### src/rtl/encoder_fec_pkg.sv
// Shared constants, types and helpers for the Hamming FEC encoder and its decoder.
package encoder_fec_pkg;

    localparam int DATA_WIDTH    = 8;
    localparam int PARITY_BITS   = 5;
    localparam int HAMMING_WIDTH = 16;

    typedef logic [DATA_WIDTH-1:0]    message_data_t;
    typedef logic [HAMMING_WIDTH-1:0] encoded_message_data_t;

    // Smallest r with 2^r >= k + r + 1 (Hamming check bits, no overall bit).
    function automatic int hamming_r(input int k);
        int r;
        r = 31;
        for (int i = 30; i >= 1; i--) begin
            if ((1 << i) >= k + i + 1) r = i;
        end
        return r;
    endfunction

endpackage

### src/rtl/hamming_parity_gen.sv
// Combinational Hamming/SECDED codeword builder: data bits at non-power-of-2
// positions, check bits at power-of-2 positions, optional overall parity at bit 0.
module hamming_parity_gen #(
    parameter int DATA_WIDTH  = encoder_fec_pkg::DATA_WIDTH,
    parameter int PARITY_BITS = encoder_fec_pkg::PARITY_BITS,
    parameter int OUT_WIDTH   = encoder_fec_pkg::HAMMING_WIDTH,
    localparam int CODE_WIDTH = DATA_WIDTH + PARITY_BITS
) (
    input  logic [DATA_WIDTH-1:0] data,
    input  logic                  secded_en,
    output logic [OUT_WIDTH-1:0]  codeword
);

    localparam int R = encoder_fec_pkg::hamming_r(DATA_WIDTH);

    function automatic logic [OUT_WIDTH-1:0] encode(input logic [DATA_WIDTH-1:0] d,
                                                    input logic               sec);
        logic [OUT_WIDTH-1:0] cw;
        logic                 p;
        int                   di;
        cw = '0;
        di = 0;
        // Scatter data LSB-first over the non-power-of-2 positions.
        for (int pos = 1; pos < CODE_WIDTH; pos++) begin
            if ((pos & (pos - 1)) != 0) begin
                cw[pos] = d[di];
                di++;
            end
        end
        // Each check bit covers the positions whose index has its bit set;
        // the other check positions never overlap, so order does not matter.
        for (int k = 0; k < R; k++) begin
            p = 1'b0;
            for (int pos = 1; pos < CODE_WIDTH; pos++) begin
                if (((pos >> k) & 1) == 1) p = p ^ cw[pos];
            end
            cw[1 << k] = p;
        end
        // Overall parity makes the whole codeword even for double-error detection.
        if (sec) cw[0] = ^cw;
        return cw;
    endfunction

    // Pure function of the inputs; no state.
    always_comb begin
        codeword = encode(data, secded_en);
    end

endmodule

### src/rtl/hamming_secded_encoder.sv
// Streaming SEC/SECDED encoder: credit-based reads from the message FIFO,
// 2-entry output buffer, single-shot bit-flip injection, accepted-word counter.
module hamming_secded_encoder #(
    parameter int DATA_WIDTH  = encoder_fec_pkg::DATA_WIDTH,
    parameter int PARITY_BITS = encoder_fec_pkg::PARITY_BITS,
    parameter int OUT_WIDTH   = encoder_fec_pkg::HAMMING_WIDTH,
    localparam int CODE_WIDTH = DATA_WIDTH + PARITY_BITS,
    localparam int POS_WIDTH  = $clog2(OUT_WIDTH)
) (
    input  logic                  clk,
    input  logic                  rst,
    input  logic                  fifo_empty,
    output logic                  fifo_rd_en,
    input  logic [DATA_WIDTH-1:0] fifo_rd_data,
    input  logic                  fifo_rd_valid,
    input  logic                  secded_en,
    input  logic                  inj_req,
    input  logic [POS_WIDTH-1:0]  inj_pos,
    output logic                  inj_ack,
    output logic                  enc_valid,
    input  logic                  enc_ready,
    output logic [OUT_WIDTH-1:0]  enc_data,
    output logic [15:0]           cw_count
);

    logic [OUT_WIDTH-1:0] codeword;
    logic [OUT_WIDTH-1:0] push_word;
    logic [OUT_WIDTH-1:0] mem [2];
    logic [1:0]           count;
    logic                 head;
    logic                 rd_pending;
    logic                 inj_armed;
    logic [POS_WIDTH-1:0] inj_pos_q;
    logic                 push;
    logic                 pop;
    logic [2:0]           slots_used;
    logic [2:0]           slots_cap;

    hamming_parity_gen #(
        .DATA_WIDTH  (DATA_WIDTH),
        .PARITY_BITS (PARITY_BITS),
        .OUT_WIDTH   (OUT_WIDTH)
    ) u_parity_gen (
        .data      (fifo_rd_data),
        .secded_en (secded_en),
        .codeword  (codeword)
    );

    // A stray read-valid with no read outstanding is dropped, not buffered.
    assign push      = fifo_rd_valid && rd_pending;
    assign enc_valid = (count != 2'd0);
    assign pop       = enc_valid && enc_ready;
    assign enc_data  = enc_valid ? mem[head] : '0;
    assign inj_ack   = push && inj_armed;

    // Credits: buffered words plus the outstanding read must stay within the
    // two slots; a word leaving this cycle frees its slot for a new read.
    always_comb begin
        slots_used = {1'b0, count} + {2'b0, rd_pending};
        slots_cap  = 3'd2 + {2'b0, pop};
        fifo_rd_en = !rst && !fifo_empty && (slots_used < slots_cap);
    end

    // Apply an armed flip to the word being buffered; out-of-range positions flip nothing.
    always_comb begin
        push_word = codeword;
        if (inj_armed && (int'(inj_pos_q) < CODE_WIDTH)) begin
            push_word[inj_pos_q] = ~codeword[inj_pos_q];
        end
    end

    // Control state: buffer occupancy, read tracking, injection arm and word counter.
    always_ff @(posedge clk or posedge rst) begin
        if (rst) begin
            count      <= 2'd0;
            head       <= 1'b0;
            rd_pending <= 1'b0;
            inj_armed  <= 1'b0;
            inj_pos_q  <= '0;
            cw_count   <= 16'd0;
        end else begin
            // NOTE: non-blocking assignments here so every register sees the pre-edge values.
            rd_pending <= fifo_rd_en;
            count      <= count + {1'b0, push} - {1'b0, pop};
            if (pop) begin
                head     <= ~head;
                cw_count <= cw_count + 16'd1;
            end
            if (inj_ack) begin
                inj_armed <= 1'b0;
            end else if (inj_req && !inj_armed) begin
                inj_armed <= 1'b1;
                inj_pos_q <= inj_pos;
            end
        end
    end

    // Buffer storage; write slot is the one just behind the head.
    // NOTE: the data array has no reset - occupancy is reset and enc_data is masked while empty.
    always_ff @(posedge clk) begin
        if (push) mem[head ^ count[0]] <= push_word;
    end

    a_no_push_when_full : assert property (@(posedge clk) disable iff (rst)
        push |-> (count != 2'd2));
    a_valid_has_read : assert property (@(posedge clk) disable iff (rst)
        fifo_rd_valid |-> rd_pending);

endmodule

### config.mk
export PLATFORM = sky130hd
export DESIGN_NAME = hamming_secded_encoder
export DESIGN_NICKNAME = d
export VERILOG_FILES = /design/src/rtl/encoder_fec_pkg.sv /design/src/rtl/hamming_parity_gen.sv /design/src/rtl/hamming_secded_encoder.sv
export SDC_FILE = /design/constraint.sdc
export NUM_CORES = 1
export LEC_CHECK = 0
export CORE_UTILIZATION = 35
export CTS_BUF_LIST = sky130_fd_sc_hd__clkbuf_2 sky130_fd_sc_hd__clkbuf_4 sky130_fd_sc_hd__clkbuf_8
export CTS_CLUSTER_DIAMETER = 120
export DETAILED_ROUTE_END_ITERATION = 10
export GPL_ROUTABILITY_DRIVEN = 0
export PLACE_DENSITY = 0.66
export SKIP_LAST_GASP = 1
export SLEW_MARGIN = 20
export SYNTH_ARGS = -nofsm -noshare
export SYNTH_HDL_FRONTEND = slang
export SYNTH_SLANG_ARGS = --single-unit
### constraint.sdc
create_clock -name clk -period 2.6 [get_ports clk]
set_input_delay 0.39 -clock clk [delete_from_list [all_inputs] [get_ports clk]]
set_output_delay 0.39 -clock clk [all_outputs]
set_load 0.005 [all_outputs]
# After elaboration in Yosys (flattened, before gate mapping)
# Memories as Yosys holds them, arrays and structs flattened.
# Cells that the tools add are included.
# classes
add_sub_neg	5
magnitude_cmp	4
mux	12
n_bitwise	18
n_reduce_logical	15
# ops
op	n
$mux W16	2
$add A16 B1 Y16 const B	1
$bwmux W16	1
$reduce_xor A16 Y1	1
$xor A1 B1 Y1	15
$logic_and A1 B1 Y1	8
$mux W1	7
$lt A4 B5 Y1 const B	1
$bmux W1 S4	1
$demux W1 S4	1
$ge A4 B1 Y1 const B	1
$lt A4 B4 Y1 const B	1
$reduce_bool A2 Y1	2
$add A2 B1 Y3	1
$add A2 B1 Y3 const A	1
$logic_not A1 Y1	3
$lt A3 B3 Y1	1
$not A1 Y1	3
$add A2 B1 Y2	1
$reduce_and A2 Y1	1
$sub A2 B1 Y2	1
# totals
register_bits	25
ram_bits	32
inputBits	19
out_inout_bits	35
elab_cells	61
mem_count	1
# mem_list
memory	depth	width	rd	rd_clocked_by_memory_dff	wr	line_no	source
mem	2	16	1	0	1	hamming_secded_encoder.sv:28	logic [OUT_WIDTH-1:0] mem [2];

# Logic depth before layout (Yosys ltp)
# Gate-level depths: netlist of the first run.
# depth
depth_word	11
depth_mapped	7
depth_no_buf	7

# Hierarchy
# A second synthesis of the first run with hierarchy kept.
# hier_totals
cells_unflattened	219
hier_area_um2	2760.1
# modules_own_cells
mod	n_inst	cells_per_inst	area_per_inst_um2	seq_area_each_um2
hamming_secded_encoder	1	194	2526.2	1586.5
hamming_parity_gen	1	25	234.0	0.0

# Worst setup path before layout of the first run
# No wires, ideal clock.
# synth_timing
path_kind	register to register
start	register head
end	memory mem[0][0] (netlist name), enable pin
setup_ns	0.390
arrival_ns	1.501
required_ns	2.210
slack_ns	0.709
stages_incl_launch_ff	4
path_buffers	1
period_less_slack_ns	1.891
cell_sequence	dfrtp_1 > buf_2 > xnor2_1 > nor2b_1
# synth_between
elab_chain_cells	1
# synth_lines
item	line_no	source
start: declaration	hamming_secded_encoder.sv:30	logic head;
start signal: assignment	hamming_secded_encoder.sv:86	head <= ~head;
$xor A1 B1 Y1	hamming_secded_encoder.sv:101	if (push) mem[head ^ count[0]] <= push_word;
end: declaration	hamming_secded_encoder.sv:28	
# No other way between the ends.

# Worst setup path in the final report of the first run
# layout_timing
start	register count[0]
end	output port fifo_rd_en
# layout_between
elab_chain_cells	5
elab_cells_between_ends	6
cone_classes	2 x add/sub; 1 x order compare; 3 x reduce/logical
# layout_lines
item	line_no	source
start: declaration	hamming_secded_encoder.sv:29	logic [1:0] count;
start signal: assignment	hamming_secded_encoder.sv:84	count <= count + {1'b0, push} - {1'b0, pop};
$reduce_bool A2 Y1	hamming_secded_encoder.sv:51	assign enc_valid = (count != 2'd0);
$logic_and A1 B1 Y1	hamming_secded_encoder.sv:52	assign pop = enc_valid && enc_ready;
$add A2 B1 Y3	hamming_secded_encoder.sv:60	slots_cap = 3'd2 + {2'b0, pop};
$lt A3 B3 Y1 *	hamming_secded_encoder.sv:61	fifo_rd_en = !rst && !fifo_empty && (slots_used < slots_cap);
$logic_and A1 B1 Y1 *	hamming_secded_encoder.sv:61	
end: declaration	hamming_secded_encoder.sv:13	output logic fifo_rd_en,
# Mark *: on every way between the ends. The rest lies on a longest branch, timed or not.

==> results of run 1 <==
per-stage QoR:
stage / hold WS, ns / setup slack, ns / area (sq um) / cells / util
floorplan: 0.417 / 0.709 / 2790 / 234 / -
global placement: 0.461 / 0.242 / 3440 / 386 / 0.447
detailed placement: 0.475 / 0.181 / 3440 / 386 / 0.447
CTS: 0.441 / 0.0636 / 3640 / 402 / 0.473
global route: 0.517 / 0.00947 / 3650 / 402 / 0.474
finish: 0.478 / 0.135 / 3650 / 402 / 0.474
logic make-up after synthesis:
group	after synthesis	synth area share
AND/OR/NAND/NOR	78	0.133
flip-flops	57	0.573
XOR/XNOR	43	0.152
multiplexers	19	0.0701
buffers and inverters	17	0.0285
AO/OA/AOI/OAI	9	0.0194
adder cells (fa/ha/maj)	5	0.0226
other	1	0.00136
worst max-delay path: stages (launching register included):
cell             delay (ns)
dfrtp_2                0.44
ha_1                   0.21
ha_1                   0.25
o21ai_0                0.08
nor4b_4                0.23
clkdlybuf4s50_1        0.54
repair_timing:
| action | in CTS | in global routing |
|---|---|---|
| setup endpoints to repair | 1 | 1 |
| gates resized for setup | 1 | 2 |
| pin swaps | 0 | 0 |
routing by layer:
metal  track usage  vias to the layer above  share of wire
met5             0                        -              0
met1         0.170                      863           0.46
li1              -                      918              -
met3        0.0396                       11          0.040
met2         0.215                       41           0.47
met4        0.0780                        0          0.023
power by group through the flow:
stage | Sequential (uW) | Combinational, uW | Clock (uW)
floorplan | 1280 | 780 | 0
global placement | 1360 | 1260 | 0
detailed placement | 1360 | 1280 | 0
CTS | 1350 | 1290 | 818
global route | 1380 | 1410 | 848
finish | 1350 | 1270 | 795
cells in the final DEF (no fill, tap or decap), types with 4 or more instances in the layout:
master	synthesis	routed
clkdlybuf4s50_1	0	53
dfrtp_1	25	24
nor2_1	30	30
conb_1	1	6
mux2i_1	16	16
ha_1	5	5
buf_4	1	6
o21ai_0	4	4
xnor2_1	30	30
inv_1	8	8
clkbuf_8	0	9
nand4_1	5	5
edfxtp_1	32	32
nor3_1	5	5
nand2_1	16	16
nand3_1	8	8
xor2_1	9	9
registers in the layout, indices dropped and copies added, names as in the netlist:
register / flops
cw_count: 16
inj_armed: 1
inj_pos_q: 4
count: 2
mem: 32
head: 1
rd_pending: 1
layout make-up:
type,count,share of cell area
multi-input cells,160,0.311
well taps,102,0.0350
flip-flops and latches,57,0.435
inverters,8,0.00824
repair buffers,59,0.158
clock buffers,10,0.0360
clock inverters,6,0.0161
worst max-delay path by stage:
stage                    start         end  slack [ns]  depth (start not counted)
2_1_floorplan             head   mem[0][0]        0.71                          3
3_3_place_gp         enc_ready  fifo_rd_en        0.24                          5
3_5_place_dp   fifo_rd_data[6]   mem[1][0]        0.18                          6
4_1_cts               count[0]  fifo_rd_en        0.06                          5
5_1_grt               count[0]  fifo_rd_en       0.009                          5
6_report              count[0]  fifo_rd_en        0.13                          5
==> impl_metrics.yaml, run 1 <==
pwr:
  comb_power_share: 0.373
  p_seq_frac: 0.395
  intPower_uw: 2330
  p_sw_uw: 1090
  vdd_drop_max_uv: 412
  p_leak_uw: 0.00144
  switching_share: 0.318
  p_per_area_nw_per_um2: 937
  total_power_uw: 3420
  clkPwrFrac: 0.233
place:
  portBuffers: 53
  hpwl_um: 3710
die:
  rows: 32
  ioPinCount: 54
  start_util: 0.360
  die_h_um: 90.9
  core_area_sq_um: 7690
  die-area_sq_um: 8260
  die_w_um: 90.9
worst_setup_path:
  end_kind: "output port"
  cp.required_ns: 2.21
  crit_type: "flip-flop to output port"
  crit-reg2reg-launch: "count[1]"
  critPathLaunchType: "flip-flop"
  r2r_cells: 8
  r2r_end: "count[1]"
  regToRegSetupSlack_ns: 0.84
  arrival_ns: 2.08
  path_max_fanout: 5
detailed_routing:
  vias: 1833
  detail_route.iter0.violations: 43
  drtAntennaViolNets: 0
  wl_per_cell_um: 12.7
  drc: 0
  vias_per_cell: 4.56
  firstDrtPassIters: 5
  wirelength_um: 5090
logic_synthesis:
  synth_most_common_cell: "edfxtp_1"
  netlist_instances: 229
  synth-edff-count: 32
  yosysTopAreaCell: "edfxtp_1"
  avgSynthCellArea_sq_um: 12.1
  ys.flop_type: "edfxtp_1"
  yosys_register_bits: 57
  seq_area_frac_synth: 0.573
  yosys-top-cells-area: "edfxtp_1, dfrtp_1, xnor2_1"
  yosysTopAreaCellShare: 0.347
  yosys_warnings: 0
  ys_top_cells_by_count: "edfxtp_1, nor2_1, xnor2_1"
  synth_area_sq_um: 2770
  synthArstFlopShare: 0.439
  ys_types: 35
layout:
  multiInputGateArea_sq_um: 1130
  layout-drive-gt1-share: 0.100
  fin_nets: 319
  diodes: 0
  ff_latch_area_sq_um: 1590
  syn2layout_area_growth_pct: 31.8
  fillers: 724
sta:
  fin_setup_tns_ns: 0
  fin_crit_sh: 0.948
  fmax_ghz: 0.406
  finalHoldViolations: 0
  rsz0062_at_grt: "false"
  setup_violations: 0
  fin_worst_skew_ns: 0.00557
  period_minus_slack_ns: 2.47
  drv_slew: 0
cts:
  insertion_delay_ns: 0.34
  cts.sinks: 57
  numCtsBuffers: 9
  htreeDepth: 3
  postCtsHoldBufs: 0
  cts_tree: "built"
  clock_path_buffers: 2
  clock-root-buffer: "clkbuf_8"
  clk_pin_slew_worst_paths_ns: 0.06
  postCtsSetupRepairBufs: 0
run_status:
  outcome: "completed"
hold_path:
  min_path_type: "flip-flop to flip-flop"
  min-delay-start: "cw_count[15]"
  hold_path_depth: 1
  holdPathEnd: "cw_count[15]"
global_routing:
  grt_overflow: 0
  grt_usage: 0.137
  antenna_found_initial: 0
  grt_max_degree: 26
  grt_first_pass_wirelength_um: 8560
  first_global_vias: 1781
flow_run:
  max_cap_violations: 0
Note: power is estimated with default switching activity, not from simulation.
==> inputs of run 2 (changes only) <==
--- a/config.mk
+++ b/config.mk
@@ -9,7 +9,6 @@
 export CTS_BUF_LIST = sky130_fd_sc_hd__clkbuf_2 sky130_fd_sc_hd__clkbuf_4 sky130_fd_sc_hd__clkbuf_8
 export CTS_CLUSTER_DIAMETER = 120
 export DETAILED_ROUTE_END_ITERATION = 10
-export GPL_ROUTABILITY_DRIVEN = 0
 export PLACE_DENSITY = 0.66
 export SKIP_LAST_GASP = 1
 export SLEW_MARGIN = 20
==> results of run 2 <==
The final DEF is identical to that of run 1; final timing and power are the same.
==> inputs of run 3 (changes only) <==
--- a/config.mk
+++ b/config.mk
@@ -8,6 +8,7 @@
 export CORE_UTILIZATION = 35
 export CTS_BUF_LIST = sky130_fd_sc_hd__clkbuf_2 sky130_fd_sc_hd__clkbuf_4 sky130_fd_sc_hd__clkbuf_8
 export CTS_CLUSTER_DIAMETER = 120
+export CTS_CLUSTER_SIZE = 30
 export DETAILED_ROUTE_END_ITERATION = 10
 export PLACE_DENSITY = 0.66
 export SKIP_LAST_GASP = 1
==> constraint.sdc (replaced) <==
create_clock -name clk -period 2.3 [get_ports clk]
set_input_delay 0.345 -clock clk [delete_from_list [all_inputs] [get_ports clk]]
set_output_delay 0.345 -clock clk [all_outputs]
set_load 0.005 [all_outputs]
==> run 3 against run 2 <==
Critical endpoint unchanged; sequential share of layout area is 1.1 points lower; flip-flop and latch count stayed put; final area is 2.4% higher; largest power group is now combinational logic; global-route usage is 0.80 points higher; worst setup slack better by 0.011 ns; critical path depth stayed put; sequential power is 13% higher; clock skew is 0.0030 ns higher; highest routed layer unchanged; hold slack worse by 0.14 ns.
==> impl_metrics.yaml, run 3 (synthesis gave the netlist of run 1 again) <==
sta:
  fin_worst_skew_ns: 0.00856
  fin_setup_tns_ns: 0
  fin_crit_sh: 0.936
  period_minus_slack_ns: 2.15
  setup_violations: 0
  drv_slew: 0
  fmax_ghz: 0.464
  hold_slack_ns: 0.334
  finalHoldViolations: 0
  rsz0062_at_grt: "false"
worst_setup_path:
  crit_chain: "ha_1, ha_1, o21ai_0, nor4b_4, dlygate4sd2_1"
  r2r_end: "count[1]"
  path_common_cell: "ha_1"
  regToRegSetupSlack_ns: 0.50
  critPathLaunchType: "flip-flop"
  slowest_stage: "dfrtp_1"
  crit_type: "flip-flop to output port"
  r2r_cells: 9
  cp.required_ns: 1.96
  path_max_fanout: 3
  end_kind: "output port"
  max_stage_delay_ns: 0.40
  crit-reg2reg-launch: "count[0]"
  arrival_ns: 1.81
pwr:
  p_leak_uw: 0.00150
  total_power_uw: 4040
  vdd_drop_max_uv: 577
  p_per_area_nw_per_um2: 1080
cts:
  cts_tree: "built"
  cts.sinks: 57
  clock-root-buffer: "clkbuf_8"
  insertion_delay_ns: 0.33
  clock_path_buffers: 2
  clk_pin_slew_worst_paths_ns: 0.06
  numCtsBuffers: 9
  htreeDepth: 3
layout:
  fin_area_sq_um: 3730
  fin_nets: 327
  syn2layout_area_growth_pct: 35.0
  layout_common_cells: "clkdlybuf4s50_1, edfxtp_1, xnor2_1, nor2_1, dfrtp_1"
  layout-drive-gt1-share: 0.117
  finalNonFillerCells: 410
  largest_register_ffs: 32
  fillers: 725
  diodes: 0
  final_common_cell: "clkdlybuf4s50_1"
global_routing:
  grt_overflow: 0
  first_global_vias: 1947
  grt_usage: 0.145
  grt_max_degree: 23
  grt_first_pass_wirelength_um: 9200
  antenna_found_initial: 0
die:
  core_area_sq_um: 7690
  die_h_um: 90.9
  die_w_um: 90.9
  start_util: 0.360
  rows: 32
  die-area_sq_um: 8260
  ioPinCount: 54
place:
  place_area_sq_um: 3480
  dpl.cell_count: 390
  place.gp.congestion: 0.753
  portBuffers: 53
  hpwl_um: 3960
detailed_routing:
  drc: 0
  wl_per_cell_um: 13.4
  vias_per_cell: 4.54
  wirelength_um: 5490
  detail_route.iter0.violations: 52
  firstDrtPassIters: 4
  drtAntennaViolNets: 0
  vias: 1862
hold_path:
  min_path_type: "input port to async pin"
flow_run:
  max_cap_violations: 0
run_status:
  outcome: "completed"
## run 3: routing by layer
| layer | global-route usage | routed length [um] | vias to the layer above |
|---|---|---|---|
| met1 | 0.181 | 2510 | 886 |
| met3 | 0.0379 | 214 | 8 |
| met4 | 0.0635 | 97 | 0 |
| li1 | - | - | 928 |
| met5 | 0 | 0 | - |
| met2 | 0.238 | 2670 | 40 |
## run 3: area by class of cell
| class | count | area (sq um) | share of cell area |
|---|---|---|---|
| clock inverter | 7 | 85.1 | 0.0228 |
| tap | 102 | 128 | 0.0342 |
| inverter | 8 | 30.0 | 0.00804 |
| timing repair buffer | 67 | 647 | 0.173 |
| sequential | 57 | 1590 | 0.425 |
| clock buffer | 9 | 124 | 0.0332 |
| multi-input combinational | 160 | 1130 | 0.304 |
## run 3: where the power goes
part / internal, uW / switching (uW)
Clock: 598 / 392
Combinational: 865 / 662
Sequential: 1320 / 204
Total: 2780 / 1260
## run 3: critical path: cells and delay by family, from the launching register on
kind,cells,cell delay (ns)
simple gates,1,0.27
compound gates,1,0.10
buf+inv,1,0.27
fa+ha+maj,2,0.45
flops,1,0.40
## run 3: how the worst max path moves through the flow
stage                from    endpoint  slack, ns  depth (start not counted)
2_1_floorplan        head   mem[0][0]       0.41                          3
3_3_place_gp    enc_ready  fifo_rd_en       0.04                          5
3_5_place_dp    enc_ready  fifo_rd_en       0.05                          5
4_1_cts          count[0]  fifo_rd_en       0.18                          5
5_1_grt        rd_pending  fifo_rd_en      0.006                          5
6_report       rd_pending  fifo_rd_en       0.15                          5
## run 3: through the flow
step,utilization,setup slack (ns)
2_1_floorplan,-,0.409
3_3_place_gp,0.453,0.0407
3_5_place_dp,0.453,0.0464
4_1_cts,0.485,0.182
5_1_grt,0.486,0.00578
6_report,0.486,0.146
## run 3: what timing repair did
action	in CTS	in global routing
buffers inserted	4	0
endpoints found under the setup margin	1	1
hold buffers	0	0
gates resized for setup	2	1
